<file path="src/rtl/sub_operand_loader_if.sv">
// Operand-loader bus: upstream beat handshake, flush, and pair output handshake.
interface sub_operand_loader_if #(
    parameter int WIDTH = 4
);
    logic [WIDTH-1:0] in_data;
    logic             in_valid;
    logic             in_ready;
    logic             flush;
    logic [WIDTH-1:0] a_out;
    logic [WIDTH-1:0] b_out;
    logic             out_valid;
    logic             out_ready;
    logic [7:0]       pair_cnt;
    logic             busy;

    // Upstream/downstream side that feeds beats and consumes pairs.
    modport master (
        output in_data, in_valid, flush, out_ready,
        input  in_ready, a_out, b_out, out_valid, pair_cnt, busy
    );

    // The loader itself.
    modport slave (
        input  in_data, in_valid, flush, out_ready,
        output in_ready, a_out, b_out, out_valid, pair_cnt, busy
    );
endinterface

</file>
<file path="src/rtl/sub_operand_loader.sv">
// Collects two operand beats (minuend, then subtrahend) and presents them as
// a pair to the subtractor stage; counts delivered pairs modulo 256.
//
// state | meaning
// S_A   | await minuend beat
// S_B   | await subtrahend beat
// S_OUT | present pair, wait for out_ready
module sub_operand_loader #(
    parameter int WIDTH = 4
) (
    input  logic                 clk,
    input  logic                 rst_n,
    sub_operand_loader_if.slave  bus
);

    typedef enum logic [1:0] {
        S_A   = 2'd0,
        S_B   = 2'd1,
        S_OUT = 2'd2
    } state_t;

    state_t           state_q, state_d;
    logic [WIDTH-1:0] a_q, a_d;
    logic [WIDTH-1:0] b_q, b_d;
    logic [7:0]       cnt_q, cnt_d;
    logic             in_ready;
    logic             accept;

    // Ready depends on registered state only, so no input reaches an output.
    assign in_ready = (state_q == S_A) || (state_q == S_B);
    assign accept   = bus.in_valid && in_ready;

    // Next-state and datapath; flush overrides both beat accept and pair handshake.
    always_comb begin
        state_d = state_q;
        a_d     = a_q;
        b_d     = b_q;
        cnt_d   = cnt_q;
        if (bus.flush) begin
            state_d = S_A;
            a_d     = '0;
            b_d     = '0;
        end else begin
            case (state_q)
                S_A: begin
                    if (accept) begin
                        a_d     = bus.in_data;
                        state_d = S_B;
                    end
                end
                S_B: begin
                    if (accept) begin
                        b_d     = bus.in_data;
                        state_d = S_OUT;
                    end
                end
                S_OUT: begin
                    if (bus.out_ready) begin
                        cnt_d   = cnt_q + 8'd1;
                        state_d = S_A;
                    end
                end
                default: state_d = S_A;
            endcase
        end
    end

    // State and operand registers, cleared asynchronously by reset.
    always_ff @(posedge clk or negedge rst_n) begin
        if (!rst_n) begin
            state_q <= S_A;
            a_q     <= '0;
            b_q     <= '0;
            cnt_q   <= 8'd0;
        end else begin
            state_q <= state_d;
            a_q     <= a_d;
            b_q     <= b_d;
            cnt_q   <= cnt_d;
        end
    end

    assign bus.in_ready  = in_ready;
    assign bus.a_out     = a_q;
    assign bus.b_out     = b_q;
    assign bus.out_valid = (state_q == S_OUT);
    assign bus.pair_cnt  = cnt_q;
    assign bus.busy      = (state_q != S_A);

endmodule

</file>
<file path="src/flat_wrapper.sv">
// flat-port wrapper written by rule: the top's interface ports become plain ports
module sub_operand_loader_flat 
#(
    parameter int WIDTH = 4
)
  (clk, rst_n, bus_in_data, bus_in_valid, bus_flush, bus_out_ready, bus_in_ready, bus_a_out, bus_b_out, bus_out_valid, bus_pair_cnt, bus_busy);
  sub_operand_loader_if #(.WIDTH(WIDTH)) bus_i ();
  input  logic clk;
  input  logic rst_n;
  input wire logic [$bits(bus_i.in_data)-1:0] bus_in_data;
  input wire logic [$bits(bus_i.in_valid)-1:0] bus_in_valid;
  input wire logic [$bits(bus_i.flush)-1:0] bus_flush;
  input wire logic [$bits(bus_i.out_ready)-1:0] bus_out_ready;
  output wire logic [$bits(bus_i.in_ready)-1:0] bus_in_ready;
  output wire logic [$bits(bus_i.a_out)-1:0] bus_a_out;
  output wire logic [$bits(bus_i.b_out)-1:0] bus_b_out;
  output wire logic [$bits(bus_i.out_valid)-1:0] bus_out_valid;
  output wire logic [$bits(bus_i.pair_cnt)-1:0] bus_pair_cnt;
  output wire logic [$bits(bus_i.busy)-1:0] bus_busy;
  assign bus_i.in_data = bus_in_data;
  assign bus_i.in_valid = bus_in_valid;
  assign bus_i.flush = bus_flush;
  assign bus_i.out_ready = bus_out_ready;
  assign bus_in_ready = bus_i.in_ready;
  assign bus_a_out = bus_i.a_out;
  assign bus_b_out = bus_i.b_out;
  assign bus_out_valid = bus_i.out_valid;
  assign bus_pair_cnt = bus_i.pair_cnt;
  assign bus_busy = bus_i.busy;
  sub_operand_loader #(.WIDTH(WIDTH)) u_core (.clk(clk), .rst_n(rst_n), .bus(bus_i));
endmodule
</file>
<file path="config.mk">
export PLATFORM = sky130hd
export DESIGN_NAME = sub_operand_loader_flat
export DESIGN_NICKNAME = d
export VERILOG_FILES = /design/src/rtl/sub_operand_loader_if.sv /design/src/rtl/sub_operand_loader.sv /design/src/flat_wrapper.sv
export SDC_FILE = /design/constraint.sdc
export NUM_CORES = 1
export LEC_CHECK = 0
export BUFFER_PORTS_ARGS = -buffer_cell sky130_fd_sc_hd__buf_4
export CORE_MARGIN = 2
export CORE_UTILIZATION = 51
export CTS_CLUSTER_DIAMETER = 150
export CTS_CLUSTER_SIZE = 16
export DETAILED_ROUTE_END_ITERATION = 12
export GPL_ROUTABILITY_DRIVEN = 0
export GPL_TIMING_DRIVEN = 0
export HOLD_SLACK_MARGIN = 0.12
export PLACE_DENSITY = 0.88
export SETUP_SLACK_MARGIN = 0.4
export SYNTH_ARGS = -nofsm -noshare
export SYNTH_HDL_FRONTEND = slang
export SYNTH_SLANG_ARGS = --single-unit
</file>
<file path="constraint.sdc">
create_clock -name clk -period 2.1 [get_ports clk]
set_clock_uncertainty 0.1 [all_clocks]
set_input_delay 0.315 -clock clk [delete_from_list [all_inputs] [get_ports clk]]
set_output_delay 0.315 -clock clk [all_outputs]
set_load 0.05 [all_outputs]
</file>
======== Word-level counts from Yosys, hierarchy flattened ========
Index checks and enable logic that the tools add are counted.
operators by class
  add/sub/neg operators ................... 1
  eq/ne operators ......................... 5
  mux-type cells .......................... 10
  bitwise operators ....................... 1
  reduce and logical (&&, ||, !) cells .... 11
operators by type and width
  kind                   count
  $mux W4                5
  $add A8 B1 Y8 const B  1
  $mux W2                4
  $reduce_bool A2 Y1     4
  $ne A3 B2 Y1 const B   2
  $pmux W2 S3            1
  $reduce_and A3 Y1      2
  $reduce_and A2 Y1      2
  $ne A3 B3 Y1 const B   1
  $eq A2 B1 Y1 const B   1
  $eq A2 B2 Y1 const B   1
  $logic_not A2 Y1       1
  $logic_and A1 B1 Y1    1
  $logic_or A1 B1 Y1     1
  $not A1 Y1             1
word-level totals
  register bits after elaboration ......... 18
  output and inout port bits .............. 19
  word-level logic and storage cells ...... 32

======== Logic depth before layout (Yosys ltp) ========
  depth in word-level cells ............... 6
  mapped depth ............................ 5
  depth with buffers taken out ............ 4

======== Worst setup path after synthesis ========
OpenSTA, ideal clock, no wires.
  path type ............................... flip-flop to flip-flop
  start ................................... reg u_core.state_q[0]
  end ..................................... reg u_core.state_q[1]
  setup time .............................. 78 ps
  arrival time ............................ 1458 ps
  setup slack ............................. 464 ps
  stages on the path, launching flop included .. 5
  cells stage by stage .................... dfrtp_1 buf_6 nor2b_1 nand2b_1 a21oi_1
between the ends
  elaborated cells on any way between the ends .. 11
  classes of those cells .................. 5 x eq/ne; 2 x mux; 4 x reduce/logical
RTL lines
  item                                                           line                      RTL
  from (decl)                                                    sub_operand_loader.sv:22  state_t state_q, state_d;
  from (signal assigned)                                         sub_operand_loader.sv:76  state_q <= state_d;
  $eq A2 B2 Y1 *                                                 --
  named net bus_out_valid                                        flat_wrapper.sv:17        output wire logic [$bits(bus_i.out_valid)-1:0] bus_out_valid;
  $ne A3 B3 Y1 (no line) / $pmux W2 S3 (equally long branches)   --
  $reduce_and A3 Y1 (no line) / $mux W2 (equally long branches)  --
Mark *: on every way through the listed nets, which the timed path passes. The rest lies on a longest branch.
A chain may end at the register's enable or synchronous reset.

======== Worst setup path in the final report ========
  start ................................... reg u_core.state_q[0]
  end ..................................... out bus_busy
between the ends
  cells in the longest elaborated chain, start to end .. 1
RTL lines
  item                line                      RTL
  $reduce_bool A2 Y1  sub_operand_loader.sv:88  assign bus.busy = (state_q != S_A);
  to (decl)           flat_wrapper.sv:19        output wire logic [$bits(bus_i.busy)-1:0] bus_busy;
No other way between the ends.

==> results.md <==
* Starting DRT DRC Count at 7
* Fraction of registers with async set/reset at 1.00
* Die Height at 43.9 um
* Vias in the first global route at 564
* Max Cap Violations at 0
* Worst setup SP type: flip-flop
* Crit end category: output pin
* Multiplexer share of the synthesized area at 0.0985
* Top Family by Delay on Critical Path: flip-flops
* Final worst-path cycle share at 0.773
* Status: completed
* Post-synthesis sequential area ratio at 0.554
* DRT Pass-1 Iters at 4
* Routed wire per std cell at 13.9 um
* Core footprint at about 1500 sq um
* H-tree levels at 1
* Slew headroom at 0.691
* Post-Syn Instances at just under 70
* Post-synth cell types at 23
* Total clock sinks at 18
* #FFs+latches synth at 18
* Critical path class: flip-flop to output pin
* Most frequent cells in the layout: 26 x buf_4, 18 x dfrtp_1, 9 x nor2_1
* FMAX at just over 600 MHz
* Reg power frac at 0.458
* Tot Pwr at about 890 uW
* Post-synth EDFFs at 0
* Grt total ovfl at 0
* Min cycle time layout at 1.62 ns
* Hold Path Depth at 3
* Post-route DRC at 0
* Pwr per Cell Area at 811 nW/um^2
* Worst Setup SP: u_core.state_q[0]
* Hold Startpoint: bus_in_data[3]
* FILL cells at 110
* Largest family of logic cells by synthesized area: simple AND/OR/NAND/NOR gates
* CTS tree: yes
* Starting Density at 0.540
* Slowest-stage cell, CP: dfrtp_1
* Top_reg_cell synth: dfrtp_1
* Worst-path clk slew at 0.11 ns
* Die span in x at 43.9 um
* Least-Margin Pin Slew at 0.461 ns
* Slowest Stage Delay on Critical Path at 0.39 ns
* Reg2reg start: u_core.state_q[0]
* I/O Pins at 28
* Clock power frac at 0.243
* Layout cell share with drive strength beyond 1 at 0.366
* Via/cell ratio at 5.24
* Final nets at 112
* CP arrival at roughly 1.2 ns
* Hold/Removal Path Class: input pin to flip-flop
* R2R cell count at 4
* Vias at 613
* Global-route usage over all layers at 0.188
* Logic pwr share at 0.299
* PortBufs at 27
* Hold Fails Final Rpt at 0
* Sw frac at 0.350
* Antenna violations before repair at 0
* Post-synth net total at 79
* Final WL at 1.63 mm
* Post-synthesis compound-gate area fraction at 0.00615
* Critical path required time at approximately 1.7 ns
* FP Rows at 14
* RSZ-0062 raised after global routing: false
* CTS Buffer Depth at 2
* VDD IR max at between 0.4 and 0.5 mV
* First-pass GRT wire length at 2.59 mm
* Antenna cells at 0
* Clock root buffer: clkbuf_4
* Clock buffer count from CTS at 3
* Largest net degree at the start of global routing at 19
* Die area at 1930 sq um
* Leakage power at 0.597 nW
* Post-Synth Adder-Cell Area at 0.0154
* CP Cell Sequence: buf_6, or2_4, buf_8
* Int Pwr at 575 uW
* Synth Area per Inst at 11.8 sq um
* Worst-path fanout max at 7
* Antenna-violating nets left at 0
* Multi-input logic area at 342 sq um
* Most common cell after layout, fill and taps aside: buf_4
* Mapped Area at 813 sq um
* Psw at about 310 uW
* Post CTS Setup Buffer Count at 0
* Stages on worst setup path at 3
* Worst-Skew Late Latency at 0.29 ns
* Post-Synth Simple-Gate Area at 0.211
* Setup TNS Final at 0 ns
* Setup violators final at 0
* Critical path buffers and inverters at 2
* Post-synthesis xor/xnor area fraction at 0.0862
* Synth warn at 0
* Final Max Tran Viols at 0
* Storage cell area at 450 sq um
* Dpl hpwl at 1.17 mm
* Area growth, synth to finish at 34.3%
per-layer routing:
layer / routed length [um] / global-route usage / vias up
met3: 69 / 0.0250 / 2
met4: 25 / 0.109 / 0
li1: - / - / 293
met2: 806 / 0.279 / 20
met5: 0 / 0 / -
met1: 728 / 0.262 / 298
state kept, by name, summed over array words and instances, names as in the netlist:
| name | cells |
|---|---|
| u_core.bus.b_out | 4 |
| u_core.bus.a_out | 4 |
| u_core.state_q | 2 |
| u_core.bus.pair_cnt | 8 |
power by group through the flow:
stage	Clock, mW	Combinational [mW]	Sequential (mW)
after floorplan	0	0.0846	0.495
after global placement	0	0.252	0.407
after detailed placement	0	0.257	0.411
after CTS	0.216	0.259	0.404
after global routing	0.230	0.282	0.409
final	0.215	0.265	0.405
cells by family (layout without fill, tap and decap cells):
group                    count (synthesis)  count (layout)
AND/OR/NAND/NOR                         29              29
flip-flops                              18              18
XOR/XNOR                                 8               8
multiplexers                             8               8
buffers and inverters                    4              36
adder cells (fa/ha/maj)                  1               1
AO/OA/AOI/OAI                            1               1
final cells by class:
type | count | share of cell area
multi-input cells | 47 | 0.313
repair buffers | 28 | 0.202
inverters | 1 | 0.00344
flip-flops and latches | 18 | 0.412
clock buffers | 4 | 0.0332
plain buffers | 3 | 0.0183
well taps | 16 | 0.0183
what timing repair did:
action,4_1_cts,5_1_grt
hold endpoints to repair,18,0
hold buffers,1,0
resized for setup,0,3
setup endpoints to repair,0,1
stage by stage:
stage,setup slack [ns],utilization,hold WS (ns),cell area (sq um),std cells
finish,0.477,0.725,0.170,1090,117
global route,0.443,0.725,0.180,1090,117
CTS,0.401,0.718,0.171,1080,117
detailed placement,0.647,0.688,0.0941,1040,112
global placement,0.683,0.688,0.0908,1040,112
floorplan,0.464,-,-0.0806,813,69
worst reg2reg max path, stage by stage, from the launching register on:
cell	delay, ns
dfrtp_1	0.39
buf_6	0.13
nor3b_2	0.42
mux2i_1	0.25
nor2_1	0.06
worst paths after layout:
check | end | slack [ns]
max in group asynchronous | u_core.bus.a_out[0] | 1.40
min in group asynchronous | u_core.bus.b_out[0] | 0.30
setup reg to reg | u_core.bus.a_out[0] | 0.63
hold reg to reg | u_core.bus.pair_cnt[7] | 0.37
hold / removal | u_core.bus.b_out[3] | 0.17
setup / recovery | bus_busy | 0.48
cells in the mapped netlist, types with 2 or more instances:
library cell	count	share of area
dfrtp_1	18	0.55
mux2i_1	8	0.098
nand2_1	6	0.028
nand3_1	2	0.012
nor2_1	9	0.042
nor3_1	3	0.018
xnor2_1	4	0.043
xor2_1	4	0.043
Power figures use the tool's default switching activity.
